**config.mk**
```make
export PLATFORM = sky130hd
export DESIGN_NAME = cofre_controlador_flat
export DESIGN_NICKNAME = d
export VERILOG_FILES = /design/src/rtl/cofre_controlador_if.sv /design/src/rtl/cofre_controlador.sv /design/src/flat_wrapper.sv
export SDC_FILE = /design/constraint.sdc
export NUM_CORES = 1
export LEC_CHECK = 0
export CAP_MARGIN = 20
export CORE_MARGIN = 10
export CORE_UTILIZATION = 50
export CTS_BUF_LIST = sky130_fd_sc_hd__clkbuf_8
export DETAILED_ROUTE_END_ITERATION = 6
export MAX_ROUTING_LAYER = met4
export PLACE_DENSITY = 0.72
export SLEW_MARGIN = 40
export SYNTH_ARGS = -nofsm -noshare
export SYNTH_HDL_FRONTEND = slang
export SYNTH_SLANG_ARGS = --single-unit
```
**constraint.sdc**
```tcl
create_clock -name clk_2 -period 3.45 [get_ports clk_2]
set_input_delay 0.69 -clock clk_2 [delete_from_list [all_inputs] [get_ports clk_2]]
set_output_delay 0.69 -clock clk_2 [all_outputs]
set_load 0.05 [all_outputs]
```
**src/rtl/cofre_controlador_if.sv**
```systemverilog
// Vault-door controller signal bundle: debounced buttons/sensors in, lock and indicators out.
// master drives the sensors/buttons, slave is the controller.
interface cofre_controlador_if;
  logic       pedido;
  logic       chave;
  logic       relogio;
  logic       porta_aberta;
  logic       trava;
  logic       alarme;
  logic       aviso_porta;
  logic       bloqueado;
  logic [2:0] estado;

  modport master (
    output pedido, chave, relogio, porta_aberta,
    input  trava, alarme, aviso_porta, bloqueado, estado
  );

  modport slave (
    input  pedido, chave, relogio, porta_aberta,
    output trava, alarme, aviso_porta, bloqueado, estado
  );
endinterface

```
**src/rtl/cofre_controlador.sv**
```systemverilog
// Vault-door controller: lock/unlock FSM with unlock and door-open timers, failed-attempt lockout, latched alarm.
// All outputs are registered and reflect inputs one clk_2 edge later; no backpressure, inputs are levels.
module cofre_controlador #(
  parameter int unsigned CW           = 8,
  parameter int unsigned T_DESTRAVA   = 5,
  parameter int unsigned T_ABERTA     = 10,
  parameter int unsigned T_BLOQUEIO   = 8,
  parameter int unsigned N_TENTATIVAS = 3
) (
  input logic               clk_2,
  input logic               rst_n,
  cofre_controlador_if.slave bus
);

  localparam int unsigned TW = $clog2(N_TENTATIVAS + 1);

  localparam logic [CW-1:0] CNT_MAX      = '1;
  localparam logic [CW-1:0] LIM_DESTRAVA = CW'(T_DESTRAVA - 1);
  localparam logic [CW-1:0] LIM_BLOQUEIO = CW'(T_BLOQUEIO - 1);
  localparam logic [CW-1:0] LIM_ABERTA   = CW'(T_ABERTA);
  localparam logic [TW-1:0] N_TENT       = TW'(N_TENTATIVAS);

  typedef enum logic [2:0] {
    FECHADO    = 3'd0,
    DESTRAVADO = 3'd1,
    ABERTO     = 3'd2,
    BLOQUEADO  = 3'd3,
    ALARME     = 3'd4
  } state_e;

  state_e        state_q, state_d;
  logic [CW-1:0] cnt_q, cnt_d;
  logic [TW-1:0] tent_q, tent_d;
  logic [TW-1:0] tent_inc;
  logic          pedido_q;
  logic          trava_q;
  logic          alarme_q;
  logic          aviso_q;
  logic          bloq_q;
  logic          ev;

  // A held button produces a single request event.
  assign ev       = bus.pedido & ~pedido_q;
  assign tent_inc = tent_q + TW'(1);

  always_comb begin
    state_d = state_q;
    tent_d  = tent_q;
    case (state_q)
      FECHADO: begin
        if (bus.porta_aberta) begin
          state_d = ALARME;
        end else if (ev && bus.relogio) begin
          if (bus.chave) begin
            state_d = DESTRAVADO;
            tent_d  = '0;
          end else begin
            tent_d = tent_inc;
            if (tent_inc == N_TENT) begin
              state_d = BLOQUEADO;
            end
          end
        end
      end
      DESTRAVADO: begin
        // Door opening wins over both the time-lock and the window timeout.
        if (bus.porta_aberta) begin
          state_d = ABERTO;
        end else if (!bus.relogio || cnt_q == LIM_DESTRAVA) begin
          state_d = FECHADO;
        end
      end
      ABERTO: begin
        if (!bus.porta_aberta) begin
          state_d = FECHADO;
        end
      end
      BLOQUEADO: begin
        if (bus.porta_aberta) begin
          state_d = ALARME;
        end else if (cnt_q == LIM_BLOQUEIO) begin
          state_d = FECHADO;
          tent_d  = '0;
        end
      end
      ALARME: begin
        if (ev && bus.chave && !bus.porta_aberta) begin
          state_d = FECHADO;
          tent_d  = '0;
        end
      end
      default: begin
        state_d = FECHADO;
      end
    endcase

    if (state_d != state_q) begin
      cnt_d = '0;
    end else if (cnt_q != CNT_MAX) begin
      cnt_d = cnt_q + CW'(1);
    end else begin
      cnt_d = cnt_q;
    end
  end

  // Indicator registers are loaded from the next state so they line up with state_q.
  always_ff @(posedge clk_2 or negedge rst_n) begin
    if (!rst_n) begin
      state_q  <= FECHADO;
      cnt_q    <= '0;
      tent_q   <= '0;
      pedido_q <= 1'b0;
      trava_q  <= 1'b1;
      alarme_q <= 1'b0;
      aviso_q  <= 1'b0;
      bloq_q   <= 1'b0;
    end else begin
      state_q  <= state_d;
      cnt_q    <= cnt_d;
      tent_q   <= tent_d;
      pedido_q <= bus.pedido;
      trava_q  <= !(state_d == DESTRAVADO || state_d == ABERTO);
      alarme_q <= (state_d == ALARME);
      bloq_q   <= (state_d == BLOQUEADO);
      aviso_q  <= (state_d == ABERTO) && ((cnt_d >= LIM_ABERTA) || !bus.relogio);
    end
  end

  assign bus.trava       = trava_q;
  assign bus.alarme      = alarme_q;
  assign bus.aviso_porta = aviso_q;
  assign bus.bloqueado   = bloq_q;
  assign bus.estado      = state_q;

endmodule
```
**src/flat_wrapper.sv**
```systemverilog
// flat-port wrapper written by rule: the top's interface ports become plain ports
module cofre_controlador_flat 
#(
  parameter int unsigned CW           = 8,
  parameter int unsigned T_DESTRAVA   = 5,
  parameter int unsigned T_ABERTA     = 10,
  parameter int unsigned T_BLOQUEIO   = 8,
  parameter int unsigned N_TENTATIVAS = 3
)
  (clk_2, rst_n, bus_pedido, bus_chave, bus_relogio, bus_porta_aberta, bus_trava, bus_alarme, bus_aviso_porta, bus_bloqueado, bus_estado);
  cofre_controlador_if bus_i ();
  input logic clk_2;
  input logic rst_n;
  input wire logic [$bits(bus_i.pedido)-1:0] bus_pedido;
  input wire logic [$bits(bus_i.chave)-1:0] bus_chave;
  input wire logic [$bits(bus_i.relogio)-1:0] bus_relogio;
  input wire logic [$bits(bus_i.porta_aberta)-1:0] bus_porta_aberta;
  output wire logic [$bits(bus_i.trava)-1:0] bus_trava;
  output wire logic [$bits(bus_i.alarme)-1:0] bus_alarme;
  output wire logic [$bits(bus_i.aviso_porta)-1:0] bus_aviso_porta;
  output wire logic [$bits(bus_i.bloqueado)-1:0] bus_bloqueado;
  output wire logic [$bits(bus_i.estado)-1:0] bus_estado;
  assign bus_i.pedido = bus_pedido;
  assign bus_i.chave = bus_chave;
  assign bus_i.relogio = bus_relogio;
  assign bus_i.porta_aberta = bus_porta_aberta;
  assign bus_trava = bus_i.trava;
  assign bus_alarme = bus_i.alarme;
  assign bus_aviso_porta = bus_i.aviso_porta;
  assign bus_bloqueado = bus_i.bloqueado;
  assign bus_estado = bus_i.estado;
  cofre_controlador #(.CW(CW), .T_DESTRAVA(T_DESTRAVA), .T_ABERTA(T_ABERTA), .T_BLOQUEIO(T_BLOQUEIO), .N_TENTATIVAS(N_TENTATIVAS)) u_core (.clk_2(clk_2), .rst_n(rst_n), .bus(bus_i));
endmodule
```
==> results of run 1 <==
-- power groups by stage --
stage	Combinational, mW	Clock, mW	Sequential (mW)
final	0.201	0.168	0.277
after global routing	0.228	0.186	0.284
after CTS	0.206	0.176	0.277
after detailed placement	0.204	0	0.281
after global placement	0.199	0	0.279
after floorplan	0.143	0	0.292
-- sequential cells by signal (all words and copies together), names as in the netlist --
signal	flops
u_core.tent_q	2
u_core.cnt_q	8
u_core.bus.trava	1
u_core.bus.aviso_porta	1
u_core.pedido_q	1
u_core.bus.bloqueado	1
u_core.bus.alarme	1
u_core.bus.estado	3
-- metal layers --
metal,wire (µm),vias up,global-route usage (%)
li1,-,493,-
met1,1120,463,13.5
met2,1200,16,19.7
met3,83,4,3.06
met4,23,0,2.96
met5,0,-,-
-- area by class of cell --
class | count | area, µm²
fillers | 191 | 895
well taps | 28 | 35.0
clock buffers | 4 | 55.1
multi-input cells | 96 | 663
repair buffers | 12 | 115
flip-flops and latches | 18 | 452
inverters | 5 | 18.8
-- worst paths after layout --
check / end / slack [ns] / depth (start not counted)
max: u_core.bus.aviso_porta / 0.85 / 6
min: u_core.cnt_q[5] / 0.36 / 1
max reg2reg: u_core.bus.aviso_porta / 1.20 / 6
min reg2reg: u_core.tent_q[1] / 0.53 / 1
max in group asynchronous: u_core.bus.trava / 2.76 / 1
min in group clk_2: u_core.tent_q[1] / 0.53 / 1
-- kinds of logic after synthesis --
| logic type | Yosys count | share of synthesized area, % |
|---|---|---|
| AOI/OAI and AO/OA | 34 | 22.7 |
| xor gates and xnor gates | 4 | 2.94 |
| adders and majority gates | 3 | 3.15 |
| buffers and inverters | 14 | 6.51 |
| DFF | 18 | 37.9 |
| muxes | 3 | 2.73 |
| and+or+nand+nor | 52 | 24.1 |
-- synth_stat cells, types with 3 or more instances --
master | number | area (µm²)
dfrtp_1 | 17 | 425
nor2_1 | 15 | 56.3
a21oi_1 | 7 | 35.0
nand2_1 | 6 | 22.5
inv_1 | 5 | 18.8
nor3_1 | 5 | 25.0
o21ai_0 | 5 | 25.0
and3_1 | 4 | 25.0
buf_2 | 4 | 20.0
nand3_1 | 4 | 20.0
a211o_1 | 3 | 26.3
ha_1 | 3 | 37.5
nand4_1 | 3 | 18.8
xnor2_1 | 3 | 26.3
-- critical path, delay by kind of cell --
kind,cells,cell delay [ns]
simple gates,2,0.48
buf+inv,1,0.61
compound gates,3,0.95
-- cell usage in the layout, fill, tap and decap left out, types with 4 or more instances in the layout --
cell type	n
dfrtp_1	17
nor2_1	15
clkdlybuf4s50_1	11
a21oi_1	7
nand2_1	6
nor3_1	5
inv_1	5
o21ai_0	5
nand3_1	4
and3_1	4
clkbuf_8	4
==> impl_metrics.yaml, run 1 <==
logic_synthesis:
  postSynthCellCount: 128
  synthFlopType: "dfrtp_1"
  synthDistinctLibCells: 50
  synth_seq_area_share_pct: 37.9
  ys_warn_count: 0
  syn_area_per_cell_um2: 9.32
  synth_nets: 137
  syn_area_um2: 1190
  ys_ff_latch: 18
  synth-async-reset-ratio_pct: 100
  synth-edff-count: 0
setup_path:
  worstSetupEndpointType: "flop"
  critical-path-max-stage-delay_ns: 0.61
  worstSetupStartpointType: "primary input"
  timing.rr.start: "u_core.cnt_q[0]"
  startpoint: "bus_relogio"
  setup.worst_path.class: "in -> reg"
  crit_chain: "clkdlybuf4s50_1 > and3b_4 > and4_4 > a211oi_1 > a221o_1 > a2111oi_4"
  cp.arrival_ns: 2.75
  critPathRequiredTime_ns: 3.60
  crit_path_top_delay_cell: "clkdlybuf4s50_1"
  cp_max_fo: 9
clock_tree:
  hold_buffers: 0
  clock_path_buffers: 2
  cts.repair.resized: 0
  htree_levels: 1
  root_buffer: "clkbuf_8"
  post_cts_buffers: 0
  clock_latency_ns: 0.25
  cts.sinks: 18
  cts_tree: "yes"
  cts_made_buffers: 3
  path_clk_slew_ns: 0.07
die:
  pin_count: 13
  start_util_pct: 53.4
  dieArea_um2: 4740
  rows: 17
  core_um2: 2230
  die_w_um: 68.8
  die_height_um: 68.8
route:
  wirelength_um: 2430
  wl_per_cell_um: 14.9
  final_antenna_net_count: 0
  vias: 976
  drtIter0Drc: 81
  via_per_inst: 5.99
  drc_errors: 0
  drtPass1Iterations: 4
power_and_ir_drop:
  p_sw_share_pct: 33.7
  seqPwrFrac_pct: 42.9
  p_sw_uw: 218
  comb_power_share_pct: 31.1
  p_total_uw: 647
  peakVddDrop_uv: 475
  p_int_uw: 429
  power_frac_clock_pct: 26.0
  power_density_nw_per_um2: 483
  leakage_nw: 0.565
place:
  hpwl_um: 1820
  place.port_buffers: 12
  place_area_um2: 1290
  place_congestion: 0.852
  place_ws_ns: 0.609
  post-place-cells: 159
grt:
  antenna_found_initial: 0
  grt_max_degree: 19
  grt-ovfl-total: 0
  grt_usage_pct: 11.7
  grt_pass1_wl_um: 4210
  grt_pass1_vias: 953
sta:
  max_freq_mhz: 385
  clock_skew_ns: 0.00223
  fin_ws_ns: 0.851
  setup_viol: 0
  finalHoldViolCount: 0
  finalCritPeriodShare_pct: 75.3
  relSlewSlack_pct: 66.1
  setup_tns_ns: 0
  whs_ns: 0.364
  tightest_slew_ns: 0.506
  min_period_ns: 2.60
  slew_viol_final: 0
  grt_setup_unrepaired: "false"
layout:
  final_nets: 145
  fin_cells: 163
  syn2layout_area_growth_pct: 12.3
  finalCoreUtilization_pct: 59.9
  drive_gt1_share_pct: 11.9
  diodes: 0
  design_area_um2: 1340
min_path:
  hold_class: "in -> async"
outcome:
  status: "completed"
run:
  maxCapViolations: 0
(Power assumes the default switching activity.)
==> inputs of run 2 (changes only) <==
==> constraint.sdc (replaced) <==
create_clock -name clk_2 -period 2.53 [get_ports clk_2]
set_input_delay 0.506 -clock clk_2 [delete_from_list [all_inputs] [get_ports clk_2]]
set_output_delay 0.506 -clock clk_2 [all_outputs]
set_load 0.05 [all_outputs]
==> run 2 against run 1 <==
Cell count up 2.5%. Utilization up 1.6 points. Routed wire length up 8.4%. Setup slack worse by 0.60 ns. First-iteration DRC count down 17%. Die area unchanged. Hold slack better by 0.16 ns. Sequential power up 37%. Largest cell class unchanged. Register-to-register slack worse by 0.78 ns. Clock skew up 0.0042 ns.
==> impl_metrics.yaml, run 2 (synthesized netlist as in run 1, its figures left out) <==
grt:
  grt-ovfl-total: 0
  grt_pass1_vias: 1002
  grt_usage_pct: 12.8
  antenna_found_initial: 0
  grt_pass1_wl_um: 4610
  grt_max_degree: 19
sta:
  slew_viol_final: 0
  max_freq_mhz: 439
  relSlewSlack_pct: 64.9
  fin_ws_ns: 0.251
  tightest_slew_ns: 0.523
  finalCritPeriodShare_pct: 90.1
  min_period_ns: 2.28
  whs_ns: 0.520
  setup_viol: 0
  setup_tns_ns: 0
  finalHoldViolCount: 0
  grt_setup_unrepaired: "false"
  clock_skew_ns: 0.00641
die:
  dieArea_um2: 4740
  pin_count: 13
  rows: 17
  die_w_um: 68.8
  core_um2: 2230
  start_util_pct: 53.4
  die_height_um: 68.8
place:
  place.port_buffers: 12
  post-place-cells: 163
  hpwl_um: 1970
  place_area_um2: 1320
  place_ws_ns: 0.126
  place_congestion: 0.884
layout:
  finalCoreUtilization_pct: 61.5
  largest_reg_flops: 8
  design_area_um2: 1370
  syn2layout_area_growth_pct: 15.2
  final_common_cell: "dfrtp_1"
  fin_cells: 167
  drive_gt1_share_pct: 13.7
  top_register: "u_core.cnt_q"
  diodes: 0
  final_nets: 149
  final_cell_mix: "17 x dfrtp_1, 15 x nor2_1, 12 x clkdlybuf4s50_1"
route:
  wl_per_cell_um: 15.8
  wirelength_um: 2640
  final_antenna_net_count: 0
  drtIter0Drc: 67
  drc_errors: 0
  via_per_inst: 6.04
  vias: 1009
  drtPass1Iterations: 4
clock_tree:
  post_cts_buffers: 0
  hold_buffers: 0
  path_clk_slew_ns: 0.07
  cts_made_buffers: 3
  cts.repair.resized: 0
  clock_latency_ns: 0.25
  clock_path_buffers: 2
  htree_levels: 1
  cts.sinks: 18
  cts_tree: "yes"
  root_buffer: "clkbuf_8"
power_and_ir_drop:
  peakVddDrop_uv: 462
  power_density_nw_per_um2: 656
  p_int_uw: 593
  p_total_uw: 902
  p_sw_share_pct: 34.2
  leakage_nw: 0.584
  seqPwrFrac_pct: 42.1
  p_sw_uw: 308
  power_frac_clock_pct: 26.2
  comb_power_share_pct: 31.7
outcome:
  status: "completed"
setup_path:
  critPathRequiredTime_ns: 2.02
  crit_path_top_delay_cell: "clkdlybuf4s50_1"
  worstSetupEndpointType: "primary output"
  worstSetupStartpointType: "flop"
  crit_chain: "clkdlybuf4s50_1"
  critical-path-max-stage-delay_ns: 0.90
  critical_path_buf_inv_count: 1
  cpLargestDelayFamily: "buffers and inverters"
  cp.arrival_ns: 1.77
  setup.worst_path.class: "reg -> out"
  cp_max_fo: 14
min_path:
  hold_class: "reg -> reg"
run:
  maxCapViolations: 0
-- run 2: cell count changes in the layout (fill, tap and decap cells not counted), sizes merged --
cell / change
buf: +3
clkdlybuf4s50: +1
-- run 2: per-layer routing --
metal	vias up	global-route usage (%)	part of all wire, %
li1	495	-	-
met1	483	15.2	44
met2	29	21.4	50
met3	2	2.58	5.6
met4	0	3.69	0.53
met5	-	-	0
-- run 2: layout make-up --
cell class                      count  area, µm²
Fill cell                         211        860
Multi-Input combinational cell     96        663
Sequential cell                    18        452
Timing Repair Buffer               16        150
Clock buffer                        4       55.1
Tap cell                           28       35.0
Inverter                            5       18.8
-- run 2: path summary, 6_finish.rpt --
kind / startpoint / endpoint / slack [ns] / depth (start not counted)
worst max-delay path: u_core.bus.estado[2] / bus_estado[2] / 0.25 / 1
worst min-delay path: u_core.tent_q[1] / u_core.tent_q[1] / 0.52 / 1
worst max register to register: u_core.cnt_q[0] / u_core.bus.aviso_porta / 0.42 / 6
worst min register to register: u_core.tent_q[1] / u_core.tent_q[1] / 0.52 / 1
max in group asynchronous: rst_n / u_core.bus.trava / 1.69 / 2
min in group asynchronous: rst_n / u_core.cnt_q[4] / 0.58 / 2
-- run 2: power groups by stage --
stage / logic, mW / clock network [mW] / registers [mW]
finish: 0.286 / 0.236 / 0.380
global route: 0.324 / 0.256 / 0.389
CTS: 0.289 / 0.241 / 0.379
detailed placement: 0.287 / 0 / 0.384
global placement: 0.278 / 0 / 0.381
floorplan: 0.195 / 0 / 0.398
